==> src/rtl/packet_rr_arbiter_pkg.sv <==
// Shared AXI-Stream types and arbiter state encoding for the packet round-robin arbiter.
package packet_rr_arbiter_pkg;

  localparam int AXIS_TID_WIDTH     = 8;
  localparam int AXIS_PAYLOAD_WIDTH = 32;

  // Routing header carried in the data field: destination/source tag plus payload.
  typedef struct packed {
    logic [AXIS_TID_WIDTH-1:0]     TID;
    logic [AXIS_PAYLOAD_WIDTH-1:0] payload;
  } ROUTING_HEADER;

  // Master-to-slave stream signals.
  typedef struct packed {
    logic          TVALID;
    logic          TLAST;
    ROUTING_HEADER data;
  } axis_mosi_t;

  // Slave-to-master stream signals.
  typedef struct packed {
    logic TREADY;
  } axis_miso_t;

  typedef enum logic {
    ST_IDLE   = 1'b0,
    ST_LOCKED = 1'b1
  } arb_state_e;

endpackage

==> src/rtl/packet_rr_arbiter_rr_pointer_select.sv <==
// Cyclic priority search: returns the first set request bit found when
// scanning upward from last_grant+1, wrapping modulo N.
module rr_pointer_select #(
  parameter int N = 5,
  parameter int W = 3
) (
  input  logic [N-1:0] req_i,
  input  logic [W-1:0] last_grant_i,
  output logic [W-1:0] index_o,
  output logic         found_o
);

  // Scan N candidates starting just after the previous owner; first hit wins.
  always_comb begin
    int cand;
    cand    = 0;
    index_o = '0;
    found_o = 1'b0;
    for (int k = 1; k <= N; k++) begin
      cand = (int'(last_grant_i) + k) % N;
      if (!found_o && req_i[cand]) begin
        found_o = 1'b1;
        index_o = cand[W-1:0];
      end
    end
  end

endmodule

==> src/rtl/packet_rr_arbiter.sv <==
// Packet-level round-robin arbiter: picks one requester while idle and then
// passes its stream through to the shared output until its TLAST beat transfers.
module packet_rr_arbiter
  import packet_rr_arbiter_pkg::*;
#(
  parameter int AXIS_DATA_WIDTH    = 40,
  parameter int INPUT_NUMBER       = 5,
  parameter int INPUT_NUMBER_WIDTH = $clog2(INPUT_NUMBER),
  parameter int COUNT_WIDTH        = 16
) (
  input  logic                          clk_i,
  input  logic                          rst_n_i,
  input  axis_mosi_t                    in_mosi_i [INPUT_NUMBER],
  output axis_miso_t                    in_miso_o [INPUT_NUMBER],
  output axis_mosi_t                    out_mosi_o,
  input  axis_miso_t                    out_miso_i,
  output logic [INPUT_NUMBER_WIDTH-1:0] grant_o,
  output logic                          grant_valid_o,
  output logic [COUNT_WIDTH-1:0]        pkt_count_o
);

  // Input 0 must win the first arbitration after reset, so the pointer starts on the last input.
  localparam logic [INPUT_NUMBER_WIDTH-1:0] LAST_GRANT_RST = INPUT_NUMBER_WIDTH'(INPUT_NUMBER - 1);

  arb_state_e                    state_q, state_d;
  logic [INPUT_NUMBER_WIDTH-1:0] grant_q, grant_d;
  logic [INPUT_NUMBER_WIDTH-1:0] last_grant_q, last_grant_d;
  logic [COUNT_WIDTH-1:0]        count_q, count_d;

  logic [INPUT_NUMBER-1:0]       req_vec;
  logic [INPUT_NUMBER_WIDTH-1:0] sel_index;
  logic                          sel_found;
  logic [AXIS_DATA_WIDTH-1:0]    sel_data;

  // Eligibility is TVALID alone; the routing tag plays no part in arbitration.
  always_comb begin
    req_vec = '0;
    for (int i = 0; i < INPUT_NUMBER; i++) begin
      req_vec[i] = in_mosi_i[i].TVALID;
    end
  end

  rr_pointer_select #(
    .N(INPUT_NUMBER),
    .W(INPUT_NUMBER_WIDTH)
  ) u_rr_pointer_select (
    .req_i       (req_vec),
    .last_grant_i(last_grant_q),
    .index_o     (sel_index),
    .found_o     (sel_found)
  );

  // Next-state and the zero-latency pass-through mux; IDLE keeps every handshake quiet.
  always_comb begin
    state_d      = state_q;
    grant_d      = grant_q;
    last_grant_d = last_grant_q;
    count_d      = count_q;
    sel_data     = '0;
    out_mosi_o   = '0;
    for (int i = 0; i < INPUT_NUMBER; i++) begin
      in_miso_o[i] = '0;
    end

    unique case (state_q)
      ST_IDLE: begin
        if (sel_found) begin
          grant_d = sel_index;
          state_d = ST_LOCKED;
        end
      end
      ST_LOCKED: begin
        sel_data           = in_mosi_i[grant_q].data;
        out_mosi_o.TVALID  = in_mosi_i[grant_q].TVALID;
        out_mosi_o.TLAST   = in_mosi_i[grant_q].TLAST;
        out_mosi_o.data    = sel_data;
        in_miso_o[grant_q] = out_miso_i;
        if (in_mosi_i[grant_q].TVALID && out_miso_i.TREADY && in_mosi_i[grant_q].TLAST) begin
          state_d      = ST_IDLE;
          last_grant_d = grant_q;
          count_d      = count_q + COUNT_WIDTH'(1);
        end
      end
      default: state_d = ST_IDLE;
    endcase
  end

  // State, ownership and packet counter registers with asynchronous active-low reset.
  always_ff @(posedge clk_i or negedge rst_n_i) begin
    if (!rst_n_i) begin
      state_q      <= ST_IDLE;
      grant_q      <= '0;
      last_grant_q <= LAST_GRANT_RST;
      count_q      <= '0;
    end else begin
      state_q      <= state_d;
      grant_q      <= grant_d;
      last_grant_q <= last_grant_d;
      count_q      <= count_d;
    end
  end

  assign grant_o       = grant_q;
  assign grant_valid_o = (state_q == ST_LOCKED);
  assign pkt_count_o   = count_q;

endmodule

==> config.mk <==
export PLATFORM = sky130hd
export DESIGN_NAME = packet_rr_arbiter
export DESIGN_NICKNAME = d
export VERILOG_FILES = /design/src/rtl/packet_rr_arbiter_pkg.sv /design/src/rtl/packet_rr_arbiter_rr_pointer_select.sv /design/src/rtl/packet_rr_arbiter.sv
export SDC_FILE = /design/constraint.sdc
export NUM_CORES = 1
export LEC_CHECK = 0
export CAP_MARGIN = 0
export CELL_PAD_IN_SITES_DETAIL_PLACEMENT = 1
export CELL_PAD_IN_SITES_GLOBAL_PLACEMENT = 1
export CORE_MARGIN = 1
export CORE_UTILIZATION = 24
export CTS_BUF_LIST = sky130_fd_sc_hd__clkbuf_8
export CTS_CLUSTER_SIZE = 24
export DETAILED_ROUTE_END_ITERATION = 10
export GPL_TIMING_DRIVEN = 0
export PLACE_DENSITY_LB_ADDON = 0.1
export SLEW_MARGIN = 40
export SYNTH_ARGS = -nofsm -noshare
export SYNTH_HDL_FRONTEND = slang
export SYNTH_SLANG_ARGS = --single-unit
==> constraint.sdc <==
create_clock -name clk_i -period 5.2 [get_ports clk_i]
set_clock_uncertainty 0.2 [all_clocks]
set_input_delay 1.04 -clock clk_i [delete_from_list [all_inputs] [get_ports clk_i]]
set_output_delay 1.04 -clock clk_i [all_outputs]
set_load 0.05 [all_outputs]
==> results.md <==
- Leading area contributor after synthesis: mux4_2
- Final WL: 23370 um
- Sequential share of the synthesized area: 13.28%
- Layout cell share with drive strength beyond 1: 13.27%
- Routed WL per cell: 23.32 um
- TNS Setup: 0 ns
- DIE HEIGHT: 136.5 um
- Clk Tree Root Cell: clkbuf_8
- Synth top cells by count: nor2_1, a22oi_1, mux4_2
- Synth top area share: 21.78%
- Bufs on Longest Clock Path: 2
- Power Density: 786.3 nW/um^2
- Max-cap violations: 0
- Setup-failing EPs final: 0
- Router iterations before antenna repair: 4
- Seq. cell area: 579.3 um^2
- Synth Flop Type: dfrtp_1
- DR WL met2: 12120 um
- TritonCTS clock tree: built
- Syn-to-layout area delta: 73.61%
- Max Freq: 204.1 MHz
- Io pins: 280
- Min Tclk post-route: 4.900 ns
- CP max stage delay: 0.52 ns
- Worst Path Arrival: 4.82 ns
- Post-Syn Nets: 733
- LEAKAGE: 2.881 nW
- Area of the multi-input gates: 3561 um^2
- Clk sinks: 23
- Instance count on the critical path: 17
- Synth Warn #: 0
- Final period utilization: 94.23%
- Vias post-DR: 5328
- # hold bufs at CTS: 0
- Critical path startpoint category: flip-flop
- Pin count of the biggest net entering global routing: 24
- Met3 Wirelength: 1714 um
- Syn Area/Cell: 8.827 um^2
- WS Path Type: flip-flop to flip-flop
- Gr usage total: 24.08%
- Cell Rows: 48
- Post-synth EDFFs: 0
- Bufs and invs on worst path: 4
- Initial core utilization: 24.85%
- Die ar.: 18640 um^2
- H-tree depth: 1
- Synth async-reset ratio: 100.0%
- Slowest cell on crit path: or4b_1
- Synth Register Bits: 23
- Port bufs: 276
- Worst-path fanout max: 12
- Instance count of the mapped netlist: 492
- GP Congestion: 0.8417
- Initial DRC count: 219
- CP delay by family, top: compound AO/OA/AOI/OAI gates
- Fin nets: 1018
- Highest routed layer: met4
- Critical-path cell list: buf_4 -> clkinv_4 -> ha_1 -> clkbuf_4 -> buf_4 -> o211ai_1 -> a21boi_2 -> ha_2 -> nor2b_4 -> o21ai_1 -> and3_4 -> a221o_1 -> a32oi_4 -> nor3_1 -> or4b_1 -> a221oi_2 -> a221oi_1
- Largest vdd supply drop: 0.0003250 V
- Cells on worst reg2reg path: 17
- Setup WS post-layout: 0.2998 ns
- Hold Crit Depth: 1
- CORE AREA: 17480 um^2
- Outcome: finished, final reports clean
- # fillers: 2001
- Vias in the first global route: 5549
- Worst-Margin Slew: 0.7011 ns
- Global-route wire length before repair: 33700 um
- Crit-path most repeated cell: buf_4
- HP Class: flip-flop to flip-flop
- Top-count cell post-synth: nor2_1
- Yosys cell types: 74
- Worst-path clk slew: 0.09 ns
- Pre-CTS WS: -0.6889 ns
- Gr ovfl total: 0
- Worst Hold Slack: 0.2965 ns
- Vias per cell: 5.317
- Worst rel slew slack: 53.26%
- Met1 Routed Length: 9043 um
- Cts bufs inserted: 3
- RSZ-0062 raised after global routing: false
- Post-DP HPWL: 19560 um
- Worst EP required: 5.12 ns
- Synthesized area: 4343 um^2
- DRC: 0
- Top cells by area, synth: mux4_2, dfrtp_1, ha_1
- Die X: 136.5 um
- Initial antenna violation count: 0
- Core Util, Final: 43.14%
- Fin. Hold Viols: 0
- Routed Antenna Nets: 0
- Clk_lat worst skew: 0.27 ns
- Critical Path End Type: flip-flop
- Slew Limit Fails: 0
==> logic make-up after synthesis <==
group | share of synthesized area, %
adder cells (fa/ha/maj) | 8.240
XOR/XNOR | 5.647
AND/OR/NAND/NOR | 17.23
multiplexers | 27.08
AO/OA/AOI/OAI | 22.62
flip-flops | 13.28
buffers and inverters | 5.906
==> worst paths after layout <==
path                                 start              end  slack [ns]
max in group asynchronous          rst_n_i  last_grant_q[1]        3.85
min                        pkt_count_o[15]  pkt_count_o[15]        0.30
max                        last_grant_q[0]       grant_o[0]        0.30
max reg2reg                last_grant_q[0]       grant_o[0]        0.30
min in group asynchronous          rst_n_i   pkt_count_o[9]        0.55
min reg2reg                pkt_count_o[15]  pkt_count_o[15]        0.30
==> placed cells by master, fill, tap and decap left out, types with 4 or more instances in the layout <==
master           synthesis  final
a21oi_1                 10     10
a22oi_1                 42     42
and3_1                   6      6
buf_2                    7      6
buf_4                    0      6
clkbuf_1                28     27
clkdlybuf4s50_1          0    274
dfrtp_1                 22     20
ha_1                    27     26
inv_1                   18     17
inv_2                    4      4
mux2_2                   7      7
mux2i_1                 14     14
mux4_2                  42     42
nand2_1                 30     30
nand3_1                 15     15
nand4_1                  5      5
nor2_1                  59     59
nor3_1                  10     10
nor4_1                   6      5
o211ai_1                 7      7
o21ai_0                 22     21
o21ai_1                  4      4
o22ai_1                  7      7
xnor2_1                 20     18
==> state kept, by name, summed over array words and instances (netlist names) <==
register	cells
grant_o	3
grant_valid_o	1
last_grant_q	3
pkt_count_o	16
==> where the power goes <==
part | total (mW) | internal, mW | switching, mW | leakage (nW)
combinational | 5.50 | 2.17 | 3.34 | 2.57
sequential | 0.309 | 0.227 | 0.0813 | 0.293
clock | 0.118 | 0.0543 | 0.0634 | 0.0217
total | 5.93 | 2.45 | 3.48 | 2.88
==> cell type report <==
class | instances | area share (%)
multi-input combinational | 405 | 47.23
timing repair buffer | 280 | 37.01
clock buffer | 3 | 0.5476
buffer | 40 | 2.356
antenna | 1 | 0.03319
clock inverter | 1 | 0.09957
sequential | 23 | 7.683
tap | 225 | 3.734
inverter | 24 | 1.311
==> metrics by stage <==
stage | cells | total power [mW] | cell area [um^2]
final | 1002 | 5.929 | 7540
after global routing | 1001 | 6.374 | 7537
after CTS | 997 | 5.841 | 7451
after detailed placement | 993 | 5.671 | 7383
after global placement | 993 | 5.536 | 7387
after floorplan | 492 | 4.114 | 4343
==> routing by layer <==
layer	track usage (%)	up-vias
met2	45.43	178
met5	0	-
met4	4.877	0
met3	5.037	35
met1	27.62	2653
li1	-	2462
==> repair_timing <==
item / in CTS / in global routing
pin swaps: 0 / 2
endpoints found under the hold margin: 0 / 0
resized for setup: 9 / 14
buffers inserted: 0 / 4
setup endpoints to repair: 4 / 5
Power figures use the tool's default switching activity.
